File: config.mk
export PLATFORM = sky130hd
export DESIGN_NAME = dec_hazard_ctrl
export DESIGN_NICKNAME = d
export VERILOG_FILES = /design/src/rtl/dec_hazard_ctrl.sv
export SDC_FILE = /design/constraint.sdc
export NUM_CORES = 1
export LEC_CHECK = 0
export BUFFER_PORTS_ARGS = -buffer_cell sky130_fd_sc_hd__buf_4
export CELL_PAD_IN_SITES_DETAIL_PLACEMENT = 1
export CELL_PAD_IN_SITES_GLOBAL_PLACEMENT = 1
export CORE_MARGIN = 3
export CORE_UTILIZATION = 40
export CTS_CLUSTER_SIZE = 30
export DETAILED_ROUTE_END_ITERATION = 12
export GPL_ROUTABILITY_DRIVEN = 0
export GPL_TIMING_DRIVEN = 0
export PLACE_DENSITY_LB_ADDON = 0.1
export SYNTH_ARGS = -nofsm -noshare
export SYNTH_HDL_FRONTEND = slang
export SYNTH_SLANG_ARGS = --single-unit
File: constraint.sdc
create_clock -name clk -period 2 [get_ports clk]
set_input_delay 0.4 -clock clk [delete_from_list [all_inputs] [get_ports clk]]
set_output_delay 0.4 -clock clk [all_outputs]
set_load 0.01 [all_outputs]
File: src/rtl/dec_hazard_ctrl.sv
// DEC/EXE hazard control: tracks in-flight register writers, stalls decode on RAW hazards,
// and flushes younger instructions after an EXE mispredict.
module dec_hazard_ctrl #(
  parameter int REG_INDEX_BIT_WIDTH = 4,
  parameter int FLUSH_CYCLES        = 1,
  parameter int WB_BYPASS           = 1,
  parameter int CNT_WIDTH           = 16
) (
  input  logic                           clk,
  input  logic                           reset,
  input  logic                           dec_valid,
  input  logic [REG_INDEX_BIT_WIDTH-1:0] dec_src1,
  input  logic [REG_INDEX_BIT_WIDTH-1:0] dec_src2,
  input  logic                           dec_uses_src1,
  input  logic                           dec_uses_src2,
  input  logic [REG_INDEX_BIT_WIDTH-1:0] dec_dst_ind,
  input  logic                           dec_reg_file_wrt_en,
  input  logic                           exe_mispredict,
  output logic                           pc_en,
  output logic                           if_dec_flush,
  output logic                           dec_exe_bubble,
  output logic                           stall,
  output logic [CNT_WIDTH-1:0]           stall_cnt
);

  localparam int          NUM_STAGES   = 3;
  localparam int          CMP_STAGES   = (WB_BYPASS != 0) ? 2 : 3;
  localparam logic [2:0]  FCNT_INIT    = 3'(FLUSH_CYCLES - 1);

  typedef struct packed {
    logic                           v;
    logic                           wrt;
    logic [REG_INDEX_BIT_WIDTH-1:0] dst;
  } sb_entry_t;

  typedef enum logic [1:0] {
    RUN   = 2'd0,
    STALL = 2'd1,
    FLUSH = 2'd2
  } state_t;

  sb_entry_t            sb_reg [NUM_STAGES];
  state_t               state_reg;
  logic [2:0]           fcnt_reg;
  logic [CNT_WIDTH-1:0] stall_cnt_reg;

  logic [NUM_STAGES-1:0] hit1;
  logic [NUM_STAGES-1:0] hit2;
  logic                  raw;
  logic                  mispredict;
  logic                  issue;

  // WB is left out of the compare when the regfile writes before it reads.
  generate
    for (genvar gi = 0; gi < NUM_STAGES; gi++) begin : g_hit
      if (gi < CMP_STAGES) begin : g_cmp
        assign hit1[gi] = sb_reg[gi].v & sb_reg[gi].wrt & (sb_reg[gi].dst == dec_src1);
        assign hit2[gi] = sb_reg[gi].v & sb_reg[gi].wrt & (sb_reg[gi].dst == dec_src2);
      end else begin : g_nocmp
        assign hit1[gi] = 1'b0;
        assign hit2[gi] = 1'b0;
      end
    end
  endgenerate

  assign raw            = dec_valid & ((dec_uses_src1 & (|hit1)) | (dec_uses_src2 & (|hit2)));
  assign mispredict     = exe_mispredict | (state_reg == FLUSH);
  assign stall          = raw & ~mispredict;
  assign pc_en          = ~stall;
  assign if_dec_flush   = mispredict;
  assign dec_exe_bubble = stall | mispredict;
  assign issue          = dec_valid & ~dec_exe_bubble;
  assign stall_cnt      = stall_cnt_reg;

  always_ff @(posedge clk) begin
    if (reset) begin
      for (int i = 0; i < NUM_STAGES; i++) begin
        sb_reg[i] <= '0;
      end
      state_reg     <= RUN;
      fcnt_reg      <= 3'd0;
      stall_cnt_reg <= '0;
    end else begin
      sb_reg[2] <= sb_reg[1];
      sb_reg[1] <= sb_reg[0];
      if (issue) begin
        sb_reg[0] <= '{v: 1'b1, wrt: dec_reg_file_wrt_en, dst: dec_dst_ind};
      end else begin
        sb_reg[0] <= '0;
      end

      if (stall && (stall_cnt_reg != {CNT_WIDTH{1'b1}})) begin
        stall_cnt_reg <= stall_cnt_reg + 1'b1;
      end

      case (state_reg)
        FLUSH: begin
          if (exe_mispredict) begin
            fcnt_reg <= FCNT_INIT;
          end else if (fcnt_reg == 3'd0) begin
            state_reg <= RUN;
          end else begin
            fcnt_reg <= fcnt_reg - 3'd1;
          end
        end
        default: begin
          if (exe_mispredict) begin
            state_reg <= FLUSH;
            fcnt_reg  <= FCNT_INIT;
          end else if (raw) begin
            state_reg <= STALL;
          end else begin
            state_reg <= RUN;
          end
        end
      endcase
    end
  end

endmodule

# After elaboration in Yosys (flattened, before gate mapping)

Memory sizes are Yosys's and may differ from the RTL's.
Cells that the tools add are included.

Register bits: 21
Logic and storage cells: 65
Memories: 1
Bits in writable memories: 18

Memory list:

| memory | depth | bits a word | rd ports | clocked after Yosys merged registers in | write ports | line | source |
|---|---|---|---|---|---|---|---|
| sb_reg | 3     | 6           | 2        | 0                                       | 3           | 42   | `sb_entry_t sb_reg [NUM_STAGES];` |

Reductions and logical operators: 7
Bitwise operators: 21
Eq/ne operators: 9
Add/subtract/negate cells: 2
Mux-type cells: 22

Operators by type and width:

| operator                                                           | count |
|---|---|
| 6-bit two-way mux                                                  | 4 |
| 16-bit by 1-bit adder with 16-bit output, second input constant    | 1 |
| 4-bit equality test                                                | 4 |
| 16-bit != test, second input constant                              | 1 |
| 3-bit two-way mux                                                  | 4 |
| 1-bit AND                                                          | 11 |
| 1-bit two-way mux                                                  | 10 |
| 2-bit two-way mux                                                  | 4 |
| 1-bit OR                                                           | 7 |
| 2-bit != test, second input constant                               | 2 |
| 2-bit AND reduction                                                | 2 |
| 2-bit OR reduction                                                 | 2 |
| 3-bit zero test                                                    | 1 |
| 1-bit NOT                                                          | 3 |
| 3-bit by 1-bit subtractor with 3-bit output, second input constant | 1 |
| 2-bit equality test, second input constant                         | 1 |
| 2-bit by 1-bit != test with 1-bit output, second input constant    | 1 |
| 2-bit nonzero test                                                 | 1 |
| 1-bit logical AND                                                  | 1 |

# Depth between registers and ports, before layout

Gate-level depths: netlist of the first run.
An unclocked memory read counts as a cell.

Depth after elaboration: 16
Gate-level depth with buffers: 8
Mapped depth without buffers: 7

# Worst setup path before layout of the first run

OpenSTA, ideal clock, no wires.

Kind: register to output
Start point: memory sb_reg[0][0] (netlist bit)
End point: output port stall
Buffers on the path: 1
Cell stages (with the launch flop): 8
Arrival: 1.592 ns
Setup slack: 0.008 ns
Required time: 1.600 ns
Cells stage by stage: edfxtp_1 xnor2_1 nand4_1 nor4_2 nor4_4 buf_6 nand2b_1 inv_1

RTL lines:

| item            | line | source |
|---|---|---|
| start, declared | 42   |  |
| end, declared   | 22   | `output logic stall,` |

==> impl_metrics.env, run 1 <==
export IMPL_routed_wl_mm=5.30
export IMPL_portBuffers=37
export IMPL_crit_slowest_cell="nor4_4"
export IMPL_arrival_ns=2.07
export IMPL_fmax_ghz=0.405
export IMPL_initial_core_util_pct=42.9
export IMPL_fin_crit_ns=2.47
export IMPL_avgSynthCellArea_um2=9.48
export IMPL_power_density_nw_per_um2=612
export IMPL_slew_viol_final=0
export IMPL_peakVddDrop_mv=0.326
export IMPL_grt_usage_pct=20.8
export IMPL_fin_skew_ns=0.0126
export IMPL_cts_max_path_buffers=2
export IMPL_p_clk_share_pct=42.5
export IMPL_ys_warn_count=0
export IMPL_startpoint_type="register"
export IMPL_holdCritPathClass="input pin to register"
export IMPL_wl_per_cell_um=17.5
export IMPL_hold_violations=0
export IMPL_synth_ff_type="dfxtp_1"
export IMPL_gr_total_overflow=0
export IMPL_final_util_pct=59.1
export IMPL_worstSkewPairLatency_ns=0.29
export IMPL_netlist_area_um2=1790
export IMPL_cts_max_level=2
export IMPL_critPathRequiredTime_ns=1.60
export IMPL_die_h_um=72.9
export IMPL_die_w_um=72.9
export IMPL_internal_power_mw=1.15
export IMPL_failed_checks="setup timing"
export IMPL_outcome="finished, violations left"
export IMPL_synth_distinct_cells=41
export IMPL_fin_ws_ns=-0.471
export IMPL_synth_largest_area_cell="dfxtp_1"
export IMPL_ys_top_cells_by_area="dfxtp_1, edfxtp_1, nor2b_1, xnor2_1, nor2_1"
export IMPL_setup_viol=24
export IMPL_clkTransAtPathRegs_ns=0.08
export IMPL_vias=1611
export IMPL_swShare_pct=23.8
export IMPL_critPathKind="register to primary output"
export IMPL_synth_seq_cells=33
export IMPL_nets=273
export IMPL_ios=39
export IMPL_grt_pass1_vias=1678
export IMPL_grt_pass1_wl_mm=8.31
export IMPL_crit_chain="xnor2_1 -> nand4_1 -> nor4_4 -> nor4_4 -> buf_6 -> nand2b_4 -> inv_1 -> buf_4"
export IMPL_cts_sinks=33
export IMPL_die_area_um2=5320
export IMPL_clock_root_buffer="clkbuf_8"
export IMPL_drv_cap=0
export IMPL_drive_gt1_share_pct=31.3
export IMPL_largest_reg_flops=16
export IMPL_cp_buffers_inverters=3
export IMPL_grt_max_degree=13
export IMPL_cp_max_fo=4
export IMPL_synth_edf_count=12
export IMPL_cts_hold_buffers=0
export IMPL_viasPerCell=5.33
export IMPL_yosysTopAreaCellShare_pct=23.5
export IMPL_synth_seq_area_share_pct=43.6
export IMPL_cpMostUsedCell="nor4_4"
export IMPL_p_leak_nw=0.994
export IMPL_cts_tree="built"
export IMPL_synthArstFlopShare_pct=0
export IMPL_antenna_found_initial=0
export IMPL_synthCells=189
export IMPL_synth_top_cells_by_count="dfxtp_1, nor2_1, nor2b_1, edfxtp_1, nand4_1"
export IMPL_post_route_period_util_pct=124
export IMPL_drc=0
export IMPL_fp_row_count=23
export IMPL_rsz0062_at_grt="yes"
export IMPL_area_growth_pct=37.6
export IMPL_firstDrtPassIters=4
export IMPL_final_hold_worst_slack_ns=0.336
export IMPL_cpPeakStageDelay_ns=0.49
export IMPL_path_delay_family="simple AND/OR/NAND/NOR gates"
export IMPL_sequentialPowerShare_pct=48.0
export IMPL_end_kind="primary output"
export IMPL_p_switching_mw=0.359
export IMPL_core_region_area_um2=4170
export IMPL_dp_final_hpwl_mm=3.71
export IMPL_power_frac_comb_pct=9.5
export IMPL_numCtsBuffers=5
export IMPL_antenna_cells=0
export IMPL_postRouteAntennaNets=0
export IMPL_synth_most_common_cell="dfxtp_1"
export IMPL_drt_iter0_drc=72
power by group through the flow:
stage,Combinational (mW),Clock (mW),Sequential [mW]
CTS,0.138,0.648,0.723
global placement,0.119,0,0.737
global route,0.159,0.690,0.725
detailed placement,0.125,0,0.738
finish,0.144,0.640,0.723
floorplan,0.0688,0,0.734
metrics by stage:
stage,TNS (ns),setup WS (ns),power (mW),cell area [um2],cells
after floorplan,0,0.00757,0.803,1830,200
after global placement,-2.38,-0.362,0.856,2170,287
after detailed placement,-3.76,-0.446,0.864,2170,287
after CTS,-2.83,-0.428,1.51,2400,298
after global routing,-7.19,-0.572,1.57,2460,302
final,-4.38,-0.471,1.51,2460,302
worst register-to-register path, stage by stage (launching register included):
cell,delay (ns)
edfxtp_1,0.46
xnor2_1,0.17
nand4_1,0.14
nor4_4,0.06
nor4_4,0.49
buf_6,0.17
buf_4,0.10
buf_6,0.13
and3b_2,0.25
and2_1,0.14
kinds of logic (layout without fill, tap and decap cells):
logic type | Yosys count | in the layout | synth area share, %
other | 1 | 12 | 0.209
AND/OR/NAND/NOR | 91 | 91 | 30.0
flip-flops | 33 | 33 | 43.6
adder cells (fa/ha/maj) | 3 | 3 | 2.10
buffers and inverters | 16 | 68 | 4.05
multiplexers | 8 | 8 | 4.96
XOR/XNOR | 17 | 17 | 8.31
AO/OA/AOI/OAI | 20 | 20 | 6.84
layout by cell type (no fill, tap or decap), types with 9 or more instances in the layout:
cell type	n
nand4_1	10
dfxtp_1	21
nor2b_1	15
buf_4	44
xnor2_1	9
nor2_1	19
nand3_1	9
edfxtp_1	12
conb_1	12
inv_1	9
worst paths after layout:
| kind | slack [ns] | endpoint | depth (start not counted) | from |
|---|---|---|---|---|
| hold reg to reg | 0.54 | stall_cnt[15] | 2 | stall_cnt[15] |
| setup reg to reg | -0.24 | sb_reg[0][2] | 9 | sb_reg[0][0] |
| hold / removal | 0.34 | fcnt_reg[0] | 2 | exe_mispredict |
| setup / recovery | -0.47 | stall | 8 | sb_reg[0][0] |
repair_timing:
item | in CTS | in global routing
endpoints found under the setup margin | 22 | 25
gates resized for setup | 18 | 6
pin swaps | 8 | 2
buffers inserted | 3 | 4
layout make-up:
class | instances | area (um2)
well taps | 50 | 62.6
multi-input cells | 151 | 1090
fillers | 488 | 1710
repair buffers | 44 | 334
clock buffers | 5 | 68.8
flip-flops and latches | 33 | 781
clock inverters | 3 | 46.3
inverters | 9 | 33.8
plain buffers | 7 | 45.0
layer usage:
metal | wire, um | vias up | global-route usage (%)
li1 | - | 778 | -
met1 | 2100 | 796 | 22.9
met2 | 2960 | 31 | 38.1
met3 | 172 | 6 | 5.65
met4 | 62 | 0 | 7.17
met5 | 0 | - | 0
No activity file was read; power rests on OpenSTA's default activity.
==> run 2, diff against run 1 <==
--- a/config.mk
+++ b/config.mk
@@ -14,7 +14,7 @@
 export DETAILED_ROUTE_END_ITERATION = 12
 export GPL_ROUTABILITY_DRIVEN = 0
 export GPL_TIMING_DRIVEN = 0
-export PLACE_DENSITY_LB_ADDON = 0.1
+export PLACE_DENSITY = 0.79
 export SYNTH_ARGS = -nofsm -noshare
 export SYNTH_HDL_FRONTEND = slang
 export SYNTH_SLANG_ARGS = --single-unit
==> impl_metrics.env, run 2 (synthesized netlist as in run 1, its figures left out) <==
export IMPL_setup_viol=18
export IMPL_antenna_found_initial=0
export IMPL_fmax_ghz=0.445
export IMPL_worst_slew_pin_slew_ns=0.598
export IMPL_end_kind="primary output"
export IMPL_antenna_cells=0
export IMPL_pre_cts_ws_ns=-0.453
export IMPL_fin_ws_ns=-0.246
export IMPL_grt_pass1_wl_mm=7.69
export IMPL_cts_hold_buffers=0
export IMPL_internal_power_mw=1.02
export IMPL_startpoint_type="register"
export IMPL_p_switching_mw=0.339
export IMPL_hold_violations=0
export IMPL_vias=1598
export IMPL_peakVddDrop_mv=0.360
export IMPL_firstDrtPassIters=4
export IMPL_die_area_um2=5320
export IMPL_initial_core_util_pct=42.9
export IMPL_numCtsBuffers=5
export IMPL_fin_skew_ns=0.00586
export IMPL_power_density_nw_per_um2=547
export IMPL_ios=39
export IMPL_p_clk_share_pct=36.2
export IMPL_postRouteAntennaNets=0
export IMPL_portBuffers=37
export IMPL_drt_iter0_drc=62
export IMPL_multi_input_area_um2=1130
export IMPL_grt_max_degree=11
export IMPL_arrival_ns=1.85
export IMPL_area_growth_pct=38.3
export IMPL_grt_pass1_vias=1580
export IMPL_fp_row_count=23
export IMPL_die_w_um=72.9
export IMPL_p_leak_nw=1.00
export IMPL_rsz0062_at_grt="yes"
export IMPL_cts_sinks=33
export IMPL_sequentialPowerShare_pct=53.2
export IMPL_cp_max_fo=3
export IMPL_layout_commonest_cell="buf_4"
export IMPL_fin_cells=303
export IMPL_n_fill_cell=475
export IMPL_largest_reg_flops=16
export IMPL_cts_max_level=2
export IMPL_slew_viol_final=0
export IMPL_clkTransAtPathRegs_ns=0.07
export IMPL_final_util_pct=59.4
export IMPL_final_hold_worst_slack_ns=0.339
export IMPL_dp_final_hpwl_mm=3.14
export IMPL_worstSkewPairLatency_ns=0.29
export IMPL_grt_usage_pct=19.4
export IMPL_clock_root_buffer="clkbuf_8"
export IMPL_nets=274
export IMPL_power_frac_comb_pct=10.5
export IMPL_holdCritPathClass="input pin to register"
export IMPL_die_h_um=72.9
export IMPL_fin_crit_ns=2.25
export IMPL_drv_cap=0
export IMPL_critPathKind="register to primary output"
export IMPL_placed_area_um2=2170
export IMPL_gr_total_overflow=0
export IMPL_most_common_layout_cells="buf_4, dfxtp_1, nor2_1"
export IMPL_drc=0
export IMPL_drive_gt1_share_pct=32.4
export IMPL_post_route_period_util_pct=112
export IMPL_postLayoutCellArea_um2=2480
export IMPL_seq_area_um2=781
export IMPL_routed_wl_mm=4.78
export IMPL_failed_checks="setup timing"
export IMPL_core_region_area_um2=4170
export IMPL_viasPerCell=5.27
export IMPL_dp_cells=287
export IMPL_outcome="finished, violations left"
export IMPL_critPathRequiredTime_ns=1.60
export IMPL_swShare_pct=25.0
export IMPL_slew_headroom_pct=60.2
export IMPL_wl_per_cell_um=15.8
export IMPL_cts_max_path_buffers=2
export IMPL_cts_tree="built"
run 2: worst max-delay path, cell delays in order, from the launching register on:
cell and delay [ns]:
edfxtp_1 0.42, xor2_1 0.35, nor4_4 0.10, nor4_4 0.26, buf_6 0.16, nand2b_4 0.12
inv_2 0.03, buf_6 0.11
run 2: final timing paths:
check | startpoint | slack [ns] | endpoint | depth (start not counted)
setup / recovery | sb_reg[0][2] | -0.25 | stall | 7
hold / removal | exe_mispredict | 0.34 | fcnt_reg[0] | 2
setup reg to reg | sb_reg[0][0] | -0.09 | sb_reg[0][1] | 8
hold reg to reg | fcnt_reg[1] | 0.52 | fcnt_reg[1] | 2
run 2: cell type report:
| type | instances | share of cell area (%) |
|---|---|---|
| clock inverter | 1 | 0.151 |
| sequential | 33 | 31.5 |
| multi-input combinational | 151 | 45.8 |
| buffer | 7 | 1.82 |
| clock buffer | 7 | 3.08 |
| inverter | 9 | 1.36 |
| timing repair buffer | 45 | 13.8 |
| tap | 50 | 2.52 |
run 2: per-stage QoR:
| step | TNS (ns) | total power, mW |
|---|---|---|
| after global placement | -2.74 | 0.858 |
| after global routing | -3.55 | 1.40 |
| final | -1.39 | 1.36 |
| after detailed placement | -3.97 | 0.861 |
| after floorplan | 0 | 0.803 |
| after CTS | -3.17 | 1.35 |
run 2: power groups by stage:
stage | Clock, mW | Combinational (mW) | Sequential [mW]
2_1_floorplan | 0 | 0.0688 | 0.734
3_3_place_gp | 0 | 0.122 | 0.736
3_5_place_dp | 0 | 0.125 | 0.736
4_1_cts | 0.495 | 0.138 | 0.721
5_1_grt | 0.519 | 0.158 | 0.723
6_report | 0.491 | 0.143 | 0.721
run 2: timing repair:
action,in CTS,in global routing
resized for setup,29,8
endpoints found under the setup margin,21,24
setup buffers,3,6
pin swaps,13,6
run 2: routing by layer:
| metal | GRT usage, % | part of all wire (%) | vias up | routed length, um |
|---|---|---|---|---|
| li1 | - | - | 785 | - |
| met1 | 23.0 | 43 | 765 | 2050 |
| met2 | 32.7 | 50 | 36 | 2390 |
| met3 | 3.99 | 4.2 | 12 | 203 |
| met4 | 10.7 | 2.8 | 0 | 134 |
| met5 | 0 | 0 | - | 0 |
==> run 3, diff against run 2 <==
==> config.mk (replaced) <==
export PLATFORM = sky130hd
export DESIGN_NAME = dec_hazard_ctrl
export DESIGN_NICKNAME = d
export VERILOG_FILES = /design/src/rtl/dec_hazard_ctrl.sv
export SDC_FILE = /design/constraint.sdc
export NUM_CORES = 1
export LEC_CHECK = 0
export ABC_AREA = 1
export BUFFER_PORTS_ARGS = -buffer_cell sky130_fd_sc_hd__buf_4
export CELL_PAD_IN_SITES_DETAIL_PLACEMENT = 1
export CELL_PAD_IN_SITES_GLOBAL_PLACEMENT = 1
export CORE_MARGIN = 8
export CORE_UTILIZATION = 39
export CTS_CLUSTER_SIZE = 30
export DETAILED_ROUTE_END_ITERATION = 12
export GPL_ROUTABILITY_DRIVEN = 0
export GPL_TIMING_DRIVEN = 0
export PLACE_DENSITY = 0.8
export SYNTH_ARGS = -nofsm -noshare
export SYNTH_HDL_FRONTEND = slang
export SYNTH_SLANG_ARGS = --single-unit
==> impl_metrics.env, run 3 <==
export IMPL_arrival_ns=1.54
export IMPL_cts_max_level=2
export IMPL_die_area_um2=7780
export IMPL_fin_crit_ns=1.94
export IMPL_peakVddDrop_mv=0.375
export IMPL_ys_warn_count=0
export IMPL_setup_viol=0
export IMPL_netlist_area_um2=2030
export IMPL_gr_total_overflow=0
export IMPL_ios=39
export IMPL_startpoint_type="register"
export IMPL_power_frac_comb_pct=10.5
export IMPL_clock_root_buffer="clkbuf_8"
export IMPL_worst_slew_pin_slew_ns=0.670
export IMPL_worstSkewPairLatency_ns=0.28
export IMPL_area_growth_pct=25.9
export IMPL_synth_most_common_cell="nand2_1"
export IMPL_drc=0
export IMPL_firstDrtPassIters=4
export IMPL_sequentialPowerShare_pct=53.4
export IMPL_cp_max_fo=4
export IMPL_p_clk_share_pct=36.1
export IMPL_most_common_layout_cells="nand2_1, inv_1, buf_4"
export IMPL_crit_slowest_cell="edfxtp_1"
export IMPL_viasPerCell=4.52
export IMPL_fin_skew_ns=0.00593
export IMPL_cts_tree="built"
export IMPL_fmax_ghz=0.515
export IMPL_synth_seq_area_share_pct=38.4
export IMPL_cpPeakStageDelay_ns=0.43
export IMPL_synthArstFlopShare_pct=0
export IMPL_finalSetupTns_ns=0
export IMPL_synth_seq_cells=33
export IMPL_postLayoutCellArea_um2=2560
export IMPL_dp_final_hpwl_mm=4.01
export IMPL_synth_distinct_cells=30
export IMPL_wl_per_cell_um=12.3
export IMPL_crit_chain="nand2_1 -> nand2_1 -> nor2_1 -> nand3_1 -> nand2_1 -> nand2_2 -> nand2_4 -> nand3_4 -> inv_2 -> buf_6"
export IMPL_nets=359
export IMPL_drt_iter0_drc=66
export IMPL_grt_max_degree=11
export IMPL_n_fill_cell=686
export IMPL_avgSynthCellArea_um2=7.26
export IMPL_critPathKind="register to primary output"
export IMPL_cts_sinks=33
export IMPL_rsz0062_at_grt="yes"
export IMPL_largest_reg_flops=16
export IMPL_synth_top_cells_by_count="nand2_1, inv_1, nor2_1, dfxtp_1"
export IMPL_core_region_area_um2=5070
export IMPL_final_util_pct=50.4
export IMPL_drive_gt1_share_pct=25.4
export IMPL_slew_viol_final=0
export IMPL_holdCritPathClass="input pin to register"
export IMPL_final_hold_worst_slack_ns=0.414
export IMPL_cpMostUsedCell="nand2_1"
export IMPL_routed_wl_mm=5.04
export IMPL_grt_usage_pct=14.3
export IMPL_antenna_cells=0
export IMPL_numCtsBuffers=5
export IMPL_critPathRequiredTime_ns=1.60
export IMPL_p_switching_mw=0.343
export IMPL_die_h_um=88.2
export IMPL_layout_commonest_cell="nand2_1"
export IMPL_synth_largest_area_cell="dfxtp_1"
export IMPL_cts_hold_buffers=0
export IMPL_vias=1844
export IMPL_post_route_period_util_pct=97.1
export IMPL_synth_edf_count=12
export IMPL_antenna_found_initial=0
export IMPL_p_leak_nw=1.14
export IMPL_outcome="completed"
export IMPL_power_density_nw_per_um2=531
export IMPL_clkTransAtPathRegs_ns=0.07
export IMPL_yosysTopAreaCellShare_pct=20.7
export IMPL_synthCells=280
export IMPL_die_w_um=88.2
export IMPL_postRouteAntennaNets=0
export IMPL_slew_headroom_pct=55.3
export IMPL_synth_ff_type="dfxtp_1"
export IMPL_cts_max_path_buffers=2
export IMPL_placed_area_um2=2440
export IMPL_portBuffers=37
export IMPL_end_kind="primary output"
export IMPL_grt_pass1_wl_mm=8.66
export IMPL_fp_row_count=26
export IMPL_ys_top_cells_by_area="dfxtp_1, edfxtp_1, nand2_1, inv_1, nor2_1"
export IMPL_hold_violations=0
export IMPL_swShare_pct=25.3
export IMPL_initial_core_util_pct=40.0
export IMPL_drv_cap=0
export IMPL_grt_pass1_vias=1920
export IMPL_internal_power_mw=1.01
[run 3: power groups by stage]
stage / sequential, mW / clock, mW / combinational, mW
6_report: 0.725 / 0.491 / 0.142
4_1_cts: 0.725 / 0.515 / 0.142
3_5_place_dp: 0.740 / 0 / 0.140
3_3_place_gp: 0.739 / 0 / 0.136
5_1_grt: 0.726 / 0.538 / 0.162
2_1_floorplan: 0.737 / 0 / 0.0801
[run 3: through the flow]
step | cells | power [mW] | setup slack, ns
floorplan | 291 | 0.817 | 0.362
global placement | 398 | 0.875 | 0.0532
detailed placement | 398 | 0.880 | 0.0473
CTS | 407 | 1.38 | 0.000166
global route | 408 | 1.43 | -0.0786
finish | 408 | 1.36 | 0.0582
[run 3: cell type report]
| type | instances | area, um2 | share of cell area [%] |
|---|---|---|---|
| sequential | 33 | 781 | 30.5 |
| clock inverter | 2 | 10.0 | 0.391 |
| multi-input combinational | 208 | 1090 | 42.7 |
| tap | 70 | 87.6 | 3.42 |
| buffer | 5 | 42.5 | 1.66 |
| inverter | 45 | 169 | 6.60 |
| clock buffer | 6 | 72.6 | 2.84 |
| timing repair buffer | 39 | 304 | 11.9 |
[run 3: metal layers]
metal	track usage (%)	vias to the layer above	wire [um]
met3	4.03	8	226
met1	15.5	846	2210
met5	0	-	0
met2	25.6	32	2510
li1	-	958	-
met4	5.07	0	86
[run 3: critical path, delay by kind of cell (launching register included)]
family | cells | cell delay (ns)
buf+inv | 2 | 0.17
flops | 1 | 0.43
simple gates | 8 | 0.65
[run 3: logic make-up (layout without fill, tap and decap cells)]
kind of cell,after synthesis,after routing,synth area share [%]
buffers and inverters,50,97,10.2
other,1,12,0.185
DFF,33,33,38.4
xor gates and xnor gates,18,18,7.76
AOI/OAI and AO/OA,20,20,6.77
and+or+nand+nor,155,155,34.8
adders and majority gates,3,3,1.85
[run 3: worst paths after layout]
path	slack, ns	startpoint	to	cells after the start
worst max-delay path	0.06	sb_reg[0][1]	stall	10
worst min-delay path	0.41	dec_dst_ind[0]	sb_reg[0][0]	3
worst max register to register	0.19	sb_reg[0][1]	stall_cnt[12]	13
worst min register to register	0.47	fcnt_reg[0]	fcnt_reg[0]	2
[run 3: repair_timing]
item	in CTS	in global routing
gates resized for setup	1	7
endpoints found under the hold margin	0	0
setup buffers	1	1
setup endpoints to repair	3	13
pin swaps	0	1
